===== config.mk =====
export PLATFORM = sky130hd
export DESIGN_NAME = load_writeback_unit
export DESIGN_NICKNAME = d
export VERILOG_FILES = /design/src/rtl/load_pkg.sv /design/src/rtl/load_align.sv /design/src/rtl/load_writeback_unit.sv
export SDC_FILE = /design/constraint.sdc
export NUM_CORES = 1
export LEC_CHECK = 0
export ABC_AREA = 1
export BUFFER_PORTS_ARGS = -buffer_cell sky130_fd_sc_hd__buf_2
export CORE_ASPECT_RATIO = 0.75
export CORE_MARGIN = 3
export CORE_UTILIZATION = 35
export DETAILED_ROUTE_END_ITERATION = 10
export SLEW_MARGIN = 25
export SYNTH_ARGS = -nofsm -noshare
export SYNTH_HDL_FRONTEND = slang
export SYNTH_SLANG_ARGS = --single-unit

===== constraint.sdc =====
create_clock -name i_clk -period 2.2 [get_ports i_clk]
set_input_delay 0.66 -clock i_clk [delete_from_list [all_inputs] [get_ports i_clk]]
set_output_delay 0.66 -clock i_clk [all_outputs]
set_load 0.05 [all_outputs]

===== src/rtl/load_pkg.sv =====
// ============================================================================
// load_pkg : load opcodes, FSM states and alignment helper   | rev 1.0
// ============================================================================
`default_nettype none

package load_pkg;

  typedef enum logic [2:0] {
    OP_LB  = 3'b000,
    OP_LH  = 3'b001,
    OP_LWL = 3'b010,
    OP_LW  = 3'b011,
    OP_LBU = 3'b100,
    OP_LHU = 3'b101,
    OP_LWR = 3'b110,
    OP_ILL = 3'b111
  } load_op_t;

  typedef enum logic [1:0] {
    ST_IDLE      = 2'd0,
    ST_READ      = 2'd1,
    ST_WRITEBACK = 2'd2,
    ST_FAULT     = 2'd3
  } load_state_t;

  // Alignment only; the illegal opcode is screened separately by the caller.
  function automatic logic is_misaligned(input load_op_t op, input logic [1:0] offset);
    case (op)
      OP_LH, OP_LHU: is_misaligned = offset[0];
      OP_LW:         is_misaligned = (offset != 2'b00);
      default:       is_misaligned = 1'b0;
    endcase
  endfunction

endpackage

`default_nettype wire


===== src/rtl/load_align.sv =====
// ============================================================================
// load_align : byte-lane select, extension and LWL/LWR merge  | rev 1.0
// ============================================================================
`default_nettype none

module load_align
  import load_pkg::*;
(
  input  load_op_t    i_op,
  input  logic [1:0]  i_k,
  input  logic [31:0] i_word,
  input  logic [31:0] i_rt_value,
  output logic [31:0] o_data,
  output logic [3:0]  o_byteenable
);

  logic [4:0]  w_sh_r;
  logic [4:0]  w_sh_l;
  logic [31:0] w_shifted;
  logic [7:0]  w_byte;
  logic [15:0] w_half;

  // ~k equals 3-k for a 2-bit offset, giving the LWL left-shift distance.
  assign w_sh_r    = {i_k, 3'b000};
  assign w_sh_l    = {~i_k, 3'b000};
  assign w_shifted = i_word >> w_sh_r;
  assign w_byte    = w_shifted[7:0];
  assign w_half    = i_k[1] ? i_word[31:16] : i_word[15:0];

  always_comb begin
    o_data       = 32'h0;
    o_byteenable = 4'b0000;
    case (i_op)
      OP_LB: begin
        o_data       = {{24{w_byte[7]}}, w_byte};
        o_byteenable = 4'b0001 << i_k;
      end
      OP_LBU: begin
        o_data       = {24'h0, w_byte};
        o_byteenable = 4'b0001 << i_k;
      end
      OP_LH: begin
        o_data       = {{16{w_half[15]}}, w_half};
        o_byteenable = i_k[1] ? 4'b1100 : 4'b0011;
      end
      OP_LHU: begin
        o_data       = {16'h0, w_half};
        o_byteenable = i_k[1] ? 4'b1100 : 4'b0011;
      end
      OP_LW: begin
        o_data       = i_word;
        o_byteenable = 4'b1111;
      end
      OP_LWL: begin
        o_data       = (i_word << w_sh_l) | (i_rt_value & ~(32'hFFFF_FFFF << w_sh_l));
        o_byteenable = 4'b1111 >> (~i_k);
      end
      OP_LWR: begin
        o_data       = (i_word >> w_sh_r) | (i_rt_value & ~(32'hFFFF_FFFF >> w_sh_r));
        o_byteenable = 4'b1111 << i_k;
      end
      default: begin
        o_data       = 32'h0;
        o_byteenable = 4'b0000;
      end
    endcase
  end

endmodule

`default_nettype wire


===== src/rtl/load_writeback_unit.sv =====
// ============================================================================
// load_writeback_unit : multi-cycle load engine driving the RF write port | rev 1.0
// ============================================================================
`default_nettype none

module load_writeback_unit
  import load_pkg::*;
(
  input  logic        i_clk,
  input  logic        i_reset,
  input  logic        i_req_valid,
  output logic        o_req_ready,
  input  logic [2:0]  i_req_op,
  input  logic [31:0] i_req_addr,
  input  logic [4:0]  i_req_rt,
  input  logic [31:0] i_req_rt_value,
  output logic [31:0] o_mem_address,
  output logic        o_mem_read,
  output logic [3:0]  o_mem_byteenable,
  input  logic        i_mem_waitrequest,
  input  logic [31:0] i_mem_readdata,
  output logic        o_reg_write,
  output logic [4:0]  o_reg_write_addr,
  output logic [31:0] o_reg_data,
  output logic        o_done,
  output logic        o_addr_error
);

  load_state_t r_state;
  load_state_t w_state_next;
  load_op_t    r_op;
  logic [31:0] r_addr;
  logic [4:0]  r_rt;
  logic [31:0] r_rt_value;
  logic [31:0] r_word;

  load_op_t    w_req_op;
  logic        w_fault;
  logic [31:0] w_data;
  logic [3:0]  w_be;

  assign w_req_op = load_op_t'(i_req_op);
  assign w_fault  = (w_req_op == OP_ILL) || is_misaligned(w_req_op, i_req_addr[1:0]);

  load_align u_align (
    .i_op         (r_op),
    .i_k          (r_addr[1:0]),
    .i_word       (r_word),
    .i_rt_value   (r_rt_value),
    .o_data       (w_data),
    .o_byteenable (w_be)
  );

  always_ff @(posedge i_clk) begin
    if (i_reset) r_state <= ST_IDLE;
    else         r_state <= w_state_next;
  end

  always_comb begin
    w_state_next     = r_state;
    o_req_ready      = 1'b0;
    o_mem_read       = 1'b0;
    o_mem_byteenable = 4'b0000;
    o_mem_address    = {r_addr[31:2], 2'b00};
    o_reg_write      = 1'b0;
    o_reg_write_addr = 5'd0;
    o_reg_data       = 32'h0;
    o_done           = 1'b0;
    o_addr_error     = 1'b0;
    case (r_state)
      ST_IDLE: begin
        o_req_ready = 1'b1;
        if (i_req_valid) w_state_next = w_fault ? ST_FAULT : ST_READ;
      end
      ST_READ: begin
        o_mem_read       = 1'b1;
        o_mem_byteenable = w_be;
        if (!i_mem_waitrequest) w_state_next = ST_WRITEBACK;
      end
      ST_WRITEBACK: begin
        // $zero is architecturally hard-wired, so its write is dropped here.
        o_reg_write      = (r_rt != 5'd0);
        o_reg_write_addr = r_rt;
        o_reg_data       = w_data;
        o_done           = 1'b1;
        w_state_next     = ST_IDLE;
      end
      ST_FAULT: begin
        o_done       = 1'b1;
        o_addr_error = 1'b1;
        w_state_next = ST_IDLE;
      end
      default: w_state_next = ST_IDLE;
    endcase
  end

  always_ff @(posedge i_clk) begin
    if (i_reset) begin
      r_op       <= OP_LB;
      r_addr     <= 32'h0;
      r_rt       <= 5'd0;
      r_rt_value <= 32'h0;
      r_word     <= 32'h0;
    end else begin
      if (r_state == ST_IDLE && i_req_valid) begin
        r_op       <= w_req_op;
        r_addr     <= i_req_addr;
        r_rt       <= i_req_rt;
        r_rt_value <= i_req_rt_value;
      end
      if (r_state == ST_READ && !i_mem_waitrequest) r_word <= i_mem_readdata;
    end
  end

endmodule

`default_nettype wire


==> results.md <==
Outcome:
- The run finished, with violations left.
- The checks that failed: negative setup slack.

STA:
- Setup violations remaining at the end of the flow were counted as 36.
- Timing would allow up to 0.396 GHz.
- The clock tree skew after final layout is 0.00476 ns.
- The final clock period utilization by the worst path is 115%.
- Once routing completed, OpenROAD measured the worst setup slack at -0.327 ns.
- The final hold slack is 0.463 ns.
- The hold violation total from the final report came to 0.
- The max-slew violation count is 0.
- Setup repair after global routing could not meet its margin everywhere.
- The clock period minus worst slack is 2.53 ns.

Placed design:
- The number of port buffers is between 150 and 200.
- Summing all placed instances gives a cell area of 0.00789 mm^2.
- The final weighted congestion in routability-driven placement is 0.980.
- The detailed placement HPWL is roughly 17 mm.

Worst setup path:
- The cell with the largest stage delay on the worst path is sky130_fd_sc_hd__dfxtp_4.
- The cell count of the worst reg-to-reg path is 7.
- The terminus of the critical flop-to-flop path is r_word[7].
- The category of the worst setup path capture point is an output pin.
- The classification of the worst setup path is register to output pin.
- STA classifies the critical path startpoint as a register.
- The slack of the worst reg-to-reg path is about 0.50 ns.
- STA puts the critical path data required time at ~1.5 ns.
- The worst path arrival time is approximately 1.9 ns.
- The origin of the critical flop-to-flop path is r_state[0].
- The largest single stage delay on the critical path is between 0.3 and 0.4 ns.
- The critical path goes through inv_4 > nand2_4 > nor2_4 > buf_12 > buf_16 > nand3_1 > nand3_1 > nor2_2 > nor2_2 > buf_6.
- Along the worst path, the maximum fanout reaches 7.

Power:
- Power spread over the standard cell area amounts to 626 mW/mm^2.
- Internal power comes to 0.00386 W.
- Registers are responsible for 35.7% of the overall power.
- The share of total power dissipated in the clock network is 27.8%.
- Of the total power, the share spent switching nets is between 30 and 40%.
- The analysis attributes to cell leakage a power of 4.40 nW.
- Summed over all nets, the switching power comes to 0.00231 W.
- The logic gate share of total power is 36.5%.
- The worst-case IR drop observed on VDD is between 300 and 400 uV.

Drt:
- The remaining number of nets flagged by the antenna check after routing is 0.
- The first routing iteration left 753 violations.
- After detailed routing, the number of vias per cell comes to between 5 and 6.
- The routed design has around 25 mm of wire.
- The total via count in the routed design is 7623.
- The number of design rule violations left after detail routing is 0.
- In the final routed layout, each cell accounts on average for 17.6 um.
- The first detailed-routing pass ran for 5 iterations.

Clock network:
- Clock tree synthesis found a total of 106 sinks.
- TritonCTS built the clock tree.
- The clock network latency to the later pin of the worst-skew pair is about 0.36 ns.
- The root buffer cell is sky130_fd_sc_hd__clkbuf_16.
- The clock passes through at most 2 buffers.
- The H-tree was split into 3 levels.
- The number of hold-repair buffers added at the cts stage is 0.
- The clock edge transition at the registers on the reported setup and hold paths is 0.07 ns.
- The number of clock buffers added by TritonCTS is 9.

Hold path:
- The cell depth of the worst min-delay path is 2.
- The path with the worst hold slack has its endpoint at r_addr[3].
- The startpoint of the lowest-slack hold path is r_addr[3].
- The min-delay analysis places its worst path in the category register to register.

Floorplanning:
- The die boundary width is 162 um.
- The starting density of the core is 36.0%.
- After floorplanning, the core was sized to cover 0.0178 mm^2.
- The height of the die is between 100 and 150 um.
- The floorplan has 42 rows.
- The floorplan step defined a die boundary enclosing ~0.02 mm^2.
- During I/O placement, the number of pins put on the boundary was roughly 190.

Layout:
- The net count reported at finish is roughly 1300.
- The synthesis-to-layout area growth is 53.4%.
- The repair_antennas step left the layout with diodes totalling 0.
- The finished cells cover 0.00985 mm^2.
- Of the cells placed in the final design, the portion with a size suffix greater than 1 is 43.1%.

Synthesis:
- The flip-flop and latch count after synthesis is 106.
- After synthesis, the mean cell area works out to 6.39 um^2.
- The Yosys step of the flow raised 0 warnings.
- Yosys attributes the largest share of cell area to sky130_fd_sc_hd__dfxtp_1 (33%), sky130_fd_sc_hd__nand2_1 (18%), sky130_fd_sc_hd__nor2_1 (9.1%), sky130_fd_sc_hd__nand3_1 (8.7%), sky130_fd_sc_hd__a211oi_2 (6.2%).
- After synthesis, flip-flops and latches occupy about a third of the total area.
- Of all flip-flops after synthesis, the portion carrying an async set or reset was 0%.
- Among all flip-flop cells after synthesis, the most frequent one is sky130_fd_sc_hd__dfxtp_1.
- The most instantiated library cell after synthesis is sky130_fd_sc_hd__nand2_1.
- The gate count of the mapped netlist is 1005.
- Counting flops with a built-in enable in the synthesized netlist gives 0.
- The area share of the largest cell type after synthesis is 33.0%.
- The post-synthesis instance area is 0.00642 mm^2.
- The post-synthesis cell type count is 28.
- The commonest cells after synthesis are sky130_fd_sc_hd__nand2_1 (306), sky130_fd_sc_hd__nor2_1 (156), sky130_fd_sc_hd__nand3_1 (111), sky130_fd_sc_hd__dfxtp_1 (106), sky130_fd_sc_hd__a21oi_1 (62).
- The cell type with the largest total area after synthesis is sky130_fd_sc_hd__dfxtp_1.

Global route:
- The initial antenna violation count is 0.
- After global routing the overflow that remains totals 0.
- The via count of the first global-routing pass is 6670.
- The first-pass GRT wire length is 37.0 mm.
- The global routing usage summed across all routing layers is about a quarter.
- Entering global routing, the biggest net connects 63 pins.

Flow run:
- The count of maximum capacitance violations is 0.
[metal layers]
metal / GRT usage [%] / wire [um] / vias to the layer above
li1: - / - / 3629
met1: 34.9 / 11500 / 3565
met2: 34.9 / 11100 / 389
met3: 4.59 / 2360 / 40
met4: 6.50 / 547 / 0
met5: 0 / 0 / -
[stage by stage]
| stage | worst slack (ns) | power, W | cells | TNS [ns] | utilization [%] |
|---|---|---|---|---|---|
| after floorplan | -0.239 | 0.00335 | 1006 | -3.76 | - |
| after global placement | -0.107 | 0.00391 | 1403 | -0.735 | 44.3 |
| after detailed placement | -0.110 | 0.00391 | 1403 | -1.23 | 44.3 |
| after CTS | -0.337 | 0.00596 | 1436 | -9.44 | 51.6 |
| after global routing | -0.410 | 0.00644 | 1450 | -11.96 | 55.3 |
| final | -0.327 | 0.00617 | 1450 | -9.50 | 55.3 |
[what timing repair did]
| action | CTS | global route |
|---|---|---|
| endpoints found under the setup margin | 41 | 41 |
| buffers inserted | 9 | 13 |
| pin swaps | 32 | 60 |
| cloned | 8 | 2 |
| endpoints found under the hold margin | 0 | 0 |
| resized for setup | 199 | 151 |
[worst max path at each step]
| stage | startpoint | endpoint | cells past startpoint |
|---|---|---|---|
| 6_report | r_op[0] | o_reg_data[31] | 10 |
| 5_1_grt | r_op[0] | o_reg_data[31] | 10 |
| 4_1_cts | r_addr[0] | o_reg_data[31] | 9 |
| 3_5_place_dp | r_addr[0] | o_reg_data[7] | 11 |
| 3_3_place_gp | r_addr[0] | o_reg_data[7] | 11 |
| 2_1_floorplan | r_addr[0] | o_reg_data[12] | 10 |
[final cells by class]
cell class                 count  area (um^2)
fill                        1649         7960
multi-input combinational    736         4320
timing repair buffer         285         2510
inverter                      65          267
clock buffer                   9          225
tap                          242          303
sequential                   106         2140
clock inverter                 7         86.3
[cell usage in the layout, fill, tap and decap left out, types with 34 or more instances in the layout]
cell                        n
sky130_fd_sc_hd__nand3_1   68
sky130_fd_sc_hd__buf_2    142
sky130_fd_sc_hd__buf_6     52
sky130_fd_sc_hd__nor2_1    83
sky130_fd_sc_hd__a21oi_1   56
sky130_fd_sc_hd__nand3_2   34
sky130_fd_sc_hd__buf_4     48
sky130_fd_sc_hd__nand2_1  274
sky130_fd_sc_hd__inv_1     52
sky130_fd_sc_hd__nor2_2    47
sky130_fd_sc_hd__dfxtp_1  101
[critical path, delay by kind of cell (launching register included)]
| kind | cells | cell delay, ns |
|---|---|---|
| buffers and inverters | 4 | 0.51 |
| and+or+nand+nor | 6 | 0.63 |
| DFF | 1 | 0.38 |
[power groups by stage]
stage	Sequential, W	Combinational (W)	Clock [W]
2_1_floorplan	0.00218	0.00117	0
3_3_place_gp	0.00222	0.00169	0
3_5_place_dp	0.00222	0.00169	0
4_1_cts	0.00219	0.00201	0.00176
5_1_grt	0.00222	0.00239	0.00183
6_report	0.00220	0.00225	0.00172
[sequential cells by signal (all words and copies together) (netlist names)]
| signal | cells |
|---|---|
| r_state | 2 |
| r_addr | 32 |
| r_word | 32 |
| r_rt_value | 32 |
| r_rt | 5 |
| r_op | 3 |
[logic make-up after synthesis]
| group | Yosys count | synth area share (%) |
|---|---|---|
| simple gates | 586 | 37.1 |
| buf+inv | 164 | 13.0 |
| compound gates | 148 | 16.8 |
| flops | 106 | 33.0 |
| other cells | 1 | 0.0584 |
Power figures use the tool's default switching activity.
